**src/rtl/bbox_pkg.sv**
```systemverilog
// bbox_pkg: shared types, widths and helpers for the bounding-box detector
// and the raster counter it shares with the cropping stage.
//   state_t             : detector FSM states
//   coord_t             : pixel coordinate (COORD_W bits)
//   expand_lo/expand_hi : widen a bound by a margin, clamped to the frame
package bbox_pkg;

  localparam int COORD_W = 11;
  localparam int ADDR_W  = 24;
  localparam int SUM_W   = 10;
  localparam int EXT_W   = COORD_W + 1;

  typedef enum logic [2:0] {
    S_IDLE,
    S_REQ,
    S_CAP,
    S_EVAL,
    S_FINAL,
    S_DONE
  } state_t;

  typedef logic [COORD_W-1:0] coord_t;
  typedef logic [EXT_W-1:0]   ext_t;

  // Lower bound minus margin. The extra top bit catches the borrow, so a
  // would-be negative result saturates at 0 instead of wrapping.
  function automatic coord_t expand_lo(input coord_t v, input int margin);
    ext_t t;
    t = {1'b0, v} - ext_t'(margin);
    return t[EXT_W-1] ? '0 : t[COORD_W-1:0];
  endfunction

  // Upper bound plus margin, saturating at the last valid coordinate.
  function automatic coord_t expand_hi(input coord_t v, input int margin,
                                       input coord_t limit);
    ext_t t;
    t = {1'b0, v} + ext_t'(margin);
    return (t > {1'b0, limit}) ? limit : t[COORD_W-1:0];
  endfunction

endpackage

```
**src/rtl/bbox_raster_counter.sv**
```systemverilog
// raster_counter: walks a WIDTH x HEIGHT frame in raster order with three
// byte channels per pixel (channel innermost, then x, then y).
//   clk, rst : clock, synchronous active-high reset
//   clear    : restart from (0,0) channel 0
//   step_c   : advance channel; holds at the last channel
//   step_px  : move to the next pixel, channel back to 0, wraps at frame end
//   x, y, c  : current position
//   last_c, last_x, last_px : on last channel / last column / last pixel
module raster_counter
  import bbox_pkg::*;
#(
  parameter int WIDTH  = 100,
  parameter int HEIGHT = 100
) (
  input  logic       clk,
  input  logic       rst,
  input  logic       clear,
  input  logic       step_c,
  input  logic       step_px,
  output coord_t     x,
  output coord_t     y,
  output logic [1:0] c,
  output logic       last_c,
  output logic       last_x,
  output logic       last_px
);

  assign last_c  = (c == 2'd2);
  assign last_x  = (x == COORD_W'(WIDTH - 1));
  assign last_px = last_x && (y == COORD_W'(HEIGHT - 1));

  // NOTE: state registers use non-blocking assignments so every flop samples
  // pre-edge values; blocking here would make results depend on block order.
  always_ff @(posedge clk) begin
    if (rst || clear) begin
      x <= '0;
      y <= '0;
      c <= '0;
    end else if (step_px) begin
      c <= '0;
      if (last_x) begin
        x <= '0;
        y <= last_px ? '0 : y + COORD_W'(1);
      end else begin
        x <= x + COORD_W'(1);
      end
    end else if (step_c && !last_c) begin
      c <= c + 2'd1;
    end
  end

endmodule

```
**src/rtl/bbox_detect.sv**
```systemverilog
// bbox_detect: scans a packed 24-bit RGB frame, classifies pixels as
// foreground when R+G+B < THRESH, and reports the inclusive bounding box of
// all foreground pixels (widened by MARGIN, clamped to the frame).
//   clk, rst               : clock, synchronous active-high reset
//   start                  : begin a scan (honoured only in IDLE or DONE)
//   done                   : high while results are valid
//   found                  : last scan saw at least one foreground pixel
//   readAddr               : byte address to image memory
//   readdata               : memory data, [7:0] valid one cycle after readAddr
//   xMin, xMax, yMin, yMax : inclusive box; full frame when nothing found
module bbox_detect
  import bbox_pkg::*;
#(
  parameter int WIDTH    = 100,
  parameter int HEIGHT   = 100,
  parameter int PIX_BASE = 0,
  parameter int THRESH   = 384,
  parameter int MARGIN   = 0
) (
  input  logic              clk,
  input  logic              rst,
  input  logic              start,
  output logic              done,
  output logic              found,
  output logic [ADDR_W-1:0] readAddr,
  input  logic [15:0]       readdata,
  output coord_t            xMin,
  output coord_t            xMax,
  output coord_t            yMin,
  output coord_t            yMax
);

  localparam logic [SUM_W-1:0]  THRESH_V = SUM_W'(THRESH);
  localparam logic [ADDR_W-1:0] BASE_V   = ADDR_W'(PIX_BASE);
  localparam coord_t            X_LAST   = COORD_W'(WIDTH - 1);
  localparam coord_t            Y_LAST   = COORD_W'(HEIGHT - 1);

  state_t           state;
  logic [SUM_W-1:0] sum;
  logic             hit;
  coord_t           run_xmin, run_xmax, run_ymin, run_ymax;

  coord_t     x, y;
  logic [1:0] c;
  logic       last_c, last_px;
  logic       unused_last_x;
  logic       unused_hi;
  logic       launch;

  // Only the low byte carries pixel data.
  assign unused_hi = ^readdata[15:8];

  assign launch = start && ((state == S_IDLE) || (state == S_DONE));

  raster_counter #(
    .WIDTH  (WIDTH),
    .HEIGHT (HEIGHT)
  ) u_raster (
    .clk     (clk),
    .rst     (rst),
    .clear   (launch),
    .step_c  (state == S_CAP),
    .step_px (state == S_EVAL),
    .x       (x),
    .y       (y),
    .c       (c),
    .last_c  (last_c),
    .last_x  (unused_last_x),
    .last_px (last_px)
  );

  // The frame is packed with no row padding, so the byte address is just a
  // linear count from PIX_BASE that steps after every captured channel.
  always_ff @(posedge clk) begin
    if (rst) begin
      state    <= S_IDLE;
      done     <= 1'b0;
      found    <= 1'b0;
      readAddr <= BASE_V;
      xMin     <= '0;
      xMax     <= '0;
      yMin     <= '0;
      yMax     <= '0;
      sum      <= '0;
      hit      <= 1'b0;
      run_xmin <= '1;
      run_xmax <= '0;
      run_ymin <= '1;
      run_ymax <= '0;
    end else begin
      case (state)
        S_IDLE, S_DONE: begin
          if (start) begin
            state    <= S_REQ;
            done     <= 1'b0;
            readAddr <= BASE_V;
            sum      <= '0;
            hit      <= 1'b0;
            run_xmin <= '1;
            run_xmax <= '0;
            run_ymin <= '1;
            run_ymax <= '0;
          end
        end
        S_REQ: state <= S_CAP;
        S_CAP: begin
          sum      <= sum + SUM_W'(readdata[7:0]);
          readAddr <= readAddr + ADDR_W'(1);
          state    <= last_c ? S_EVAL : S_REQ;
        end
        S_EVAL: begin
          if (sum < THRESH_V) begin
            hit <= 1'b1;
            if (x < run_xmin) run_xmin <= x;
            if (x > run_xmax) run_xmax <= x;
            if (y < run_ymin) run_ymin <= y;
            if (y > run_ymax) run_ymax <= y;
          end
          sum   <= '0;
          state <= last_px ? S_FINAL : S_REQ;
        end
        S_FINAL: begin
          if (hit) begin
            xMin <= expand_lo(run_xmin, MARGIN);
            xMax <= expand_hi(run_xmax, MARGIN, X_LAST);
            yMin <= expand_lo(run_ymin, MARGIN);
            yMax <= expand_hi(run_ymax, MARGIN, Y_LAST);
          end else begin
            xMin <= '0;
            xMax <= X_LAST;
            yMin <= '0;
            yMax <= Y_LAST;
          end
          found <= hit;
          done  <= 1'b1;
          state <= S_DONE;
        end
        default: state <= S_IDLE;
      endcase
    end
  end

endmodule

```
**config.mk**
```make
export PLATFORM = sky130hd
export DESIGN_NAME = bbox_detect
export DESIGN_NICKNAME = d
export VERILOG_FILES = /design/src/rtl/bbox_pkg.sv /design/src/rtl/bbox_raster_counter.sv /design/src/rtl/bbox_detect.sv
export SDC_FILE = /design/constraint.sdc
export NUM_CORES = 1
export LEC_CHECK = 0
export ABC_AREA = 1
export BUFFER_PORTS_ARGS = -buffer_cell sky130_fd_sc_hd__buf_4
export CAP_MARGIN = 40
export CORE_AREA = 2 2 126 128
export DETAILED_ROUTE_END_ITERATION = 6
export DIE_AREA = 0 0 128 130
export PLACE_DENSITY = 0.79
export SYNTH_ARGS = -nofsm -noshare
export SYNTH_HDL_FRONTEND = slang
export SYNTH_HIERARCHICAL = 1
export SYNTH_SLANG_ARGS = --single-unit
```
**constraint.sdc**
```tcl
create_clock -name clk -period 1.87 [get_ports clk]
set_clock_uncertainty 0.1 [all_clocks]
set_input_delay 0.187 -clock clk [delete_from_list [all_inputs] [get_ports clk]]
set_output_delay 0.187 -clock clk [all_outputs]
set_load 0.05 [all_outputs]
```
==> flow_summary.ini <==
[run_status]
status = complete, no violations

[floorplan]
coreArea_um2 = 15400
fp.dieArea_um2 = 16600
start_util = 0.535
die_h_um = 130
fp.dieW_um = 128
ios = 89
row_count = 46

[cts]
clockBufferDepth = 2
clk_latency_ps = 430
clk_pin_slew_ps = 60
cts_root_buffer = clkbuf_16
cts_tree = built
cts_sinks = 152
cts_buffers = 17
htree_levels = 4

[sta]
worst_pin_slew_ps = 338
final_max_slew_viol_count = 0
slew_headroom = 0.774
hold_violations = 0
fin_hold_ws_ps = 115
finalSetupViolCount = 0
fin_crit_sh = 0.949
period_minus_slack_ps = 1780
tns_ps = 0
rsz0062_at_grt = true
max_freq_ghz = 0.563

[cells_and_area]
nFillCells = 1293
final_nets = 1402
stdcell_count = 1533
num_antenna_cells = 0
seqCellArea_um2 = 3070
syn_to_final_growth_pct = 24.0
fin_util = 0.664
drive_gt1_frac = 0.203
multi_input_area_um2 = 4550
final_cell_mix = nand2_1, nand3_1, inv_1
final_common_cell = nand2_1

[yosys]
yosys.area.top_type = dfxtp_1
synth_top_area_frac = 0.369
yosys-top-cells-area = dfxtp_1, nand2_1, nand3_1, ha_1, inv_1
synth_top_family_by_area = simple AND/OR/NAND/NOR gates
synth_area_per_cell_um2 = 6.86
synthXorXnorAreaFrac = 0.00637
ys_seq_elements = 152
synth_compound_area_frac = 0.102
yosysSeqAreaShare = 0.369
synth_mux_area_frac = 0
synth_flop_cell = dfxtp_1
synthAdderAreaFrac = 0.0843
synth-simple-area-share = 0.342
synth-edff-count = 0
syn-cell-area_um2 = 8250
synth_fp_nets = 1277
synthArstFlopShare = 0
synth_warnings = 6
synth_cells = 1203
ys_types = 41

[critical_path]
worstPathCellList = inv_1 -> ha_1 -> nand2_1 -> inv_1 -> nand2_1 -> nor2_1 -> nand2_1 -> nand3_4 -> buf_4 -> nand3_1 -> a21oi_1
slowest_stage = dfxtp_1
cp_max_fo = 5
cp-endpoint = run_ymax[8]
r2r_slack_ps = 90
critical_path_class = reg -> reg
r2r_cells = 11
worstPathArrival_ps = 2030
reg2reg_from = run_ymax[6]
crit_path_end_kind = register
cp_common_cell = nand2_1
r2r-end = run_ymax[8]
startpoint = run_ymax[6]
cp.required_ps = 2130
cpPeakStageDelay_ps = 350
critPathLaunchType = register

[global_routing]
antenna_found_initial = 0
grt_pass1_vias = 7417
grt_max_degree = 42
gr-total-overflow = 0
grtUsageTotal = 0.253
grt_pass1_wl_um = 34000

[pwr]
p_leak_uw = 0.00469
power.density_nw_per_um2 = 851
ir_drop_mv = 0.685
finalPower_uw = 8710

[routing]
drtIter0Drc = 621
viasPerCell = 5.41
dr.pass1.iters = 7
drt-wirelength-per-cell_um = 13.9
routed_wl_um = 21300
ant_nets = 0
vias = 8289
drc = 0

[placed_design]
port_buffers = 80
dpl.cell_count = 1491
hpwl_um = 14900
finalWeightedCongestion = 0.934

[run]
max_cap_violations = 0

[min_path]
worstHoldPathType = in -> reg
[worst max-delay path, delay by kind of cell, from the launching register on]
family | cells | cell delay [ps]
AND/OR/NAND/NOR | 6 | 540
adder cells (fa/ha/maj) | 1 | 290
buffers and inverters | 3 | 300
flip-flops | 1 | 350
AO/OA/AOI/OAI | 1 | 130
[report_power, final]
group | switching, uW | internal (uW)
clock network | 1380 | 2120
logic | 1050 | 589
registers | 136 | 3430
[layout make-up]
| type | count | share of cell area |
|---|---|---|
| Multi-Input combinational cell | 857 | 0.445 |
| Sequential cell | 152 | 0.300 |
| Timing Repair Buffer | 148 | 0.117 |
| Inverter | 151 | 0.0559 |
| Clock buffer | 19 | 0.0433 |
| Tap cell | 192 | 0.0235 |
| Clock inverter | 13 | 0.0150 |
| Timing Repair inverter | 1 | 0.000733 |
[kinds of logic (layout without fill, tap and decap cells)]
| logic type | count (synthesis) | after routing |
|---|---|---|
| AND/OR/NAND/NOR | 637 | 638 |
| buffers and inverters | 195 | 332 |
| AO/OA/AOI/OAI | 158 | 158 |
| flip-flops | 152 | 152 |
| adder cells (fa/ha/maj) | 55 | 55 |
| XOR/XNOR | 6 | 6 |
[per-layer routing]
layer / track usage / share of wire / wire length (um) / up-vias
met4: 0.105 / 0.017 / 357 / 0
met5: 0 / 0 / 0 / -
met2: 0.437 / 0.49 / 10400 / 278
met1: 0.316 / 0.44 / 9280 / 3836
li1: - / - / - / 4147
met3: 0.0410 / 0.061 / 1300 / 28
[synth_stat cells (4+ instances only)]
library cell / instances
nor2_4: 4
nand2_2: 4
or2_2: 22
nand3_1: 144
buf_4: 7
a21oi_1: 107
nand4_1: 19
nor2_1: 115
o21ai_0: 28
clkbuf_1: 16
nor3_1: 12
dfxtp_1: 152
a22oi_1: 6
xor2_1: 4
buf_2: 19
inv_1: 144
inv_2: 5
ha_1: 54
nand2_1: 300
nor3_2: 4
a31oi_1: 6
[worst min-delay path by stage]
stage                      startpoint        to  slack [ps]  depth (start not counted)
final                     readdata[0]    sum[0]         110                          4
after global routing      readdata[0]    sum[0]         150                          4
after CTS                 readdata[0]    sum[0]          80                          4
after detailed placement      xMax[9]   xMax[9]         330                          2
after global placement        xMax[9]   xMax[9]         330                          2
after floorplan                 start  state[2]         310                          3
[registers in the layout, summed over array words and instances (netlist names), 2 cells and up]
register,flops
run_xmin,11
readAddr,24
u_raster/c,2
xMin,11
run_xmax,11
sum,10
xMax,11
u_raster/y,11
yMin,11
state,3
u_raster/x,11
run_ymax,11
yMax,11
run_ymin,11
[stage by stage]
stage          cell area (um2)  setup WS (ps)
2_1_floorplan             8260           22.3
3_3_place_gp              9370           12.6
3_5_place_dp              9370          -13.4
4_1_cts                   9990          -2.38
5_1_grt                  10200          -39.5
6_report                 10200           94.7
[timing repair]
item	CTS	global route
cloned	0	3
resized for setup	1	56
hold buffers	2	0
setup endpoints to repair	12	62
buffers inserted	0	5
endpoints found under the hold margin	11	0
pin swaps	0	8
Note: power is estimated with default switching activity, not from simulation.
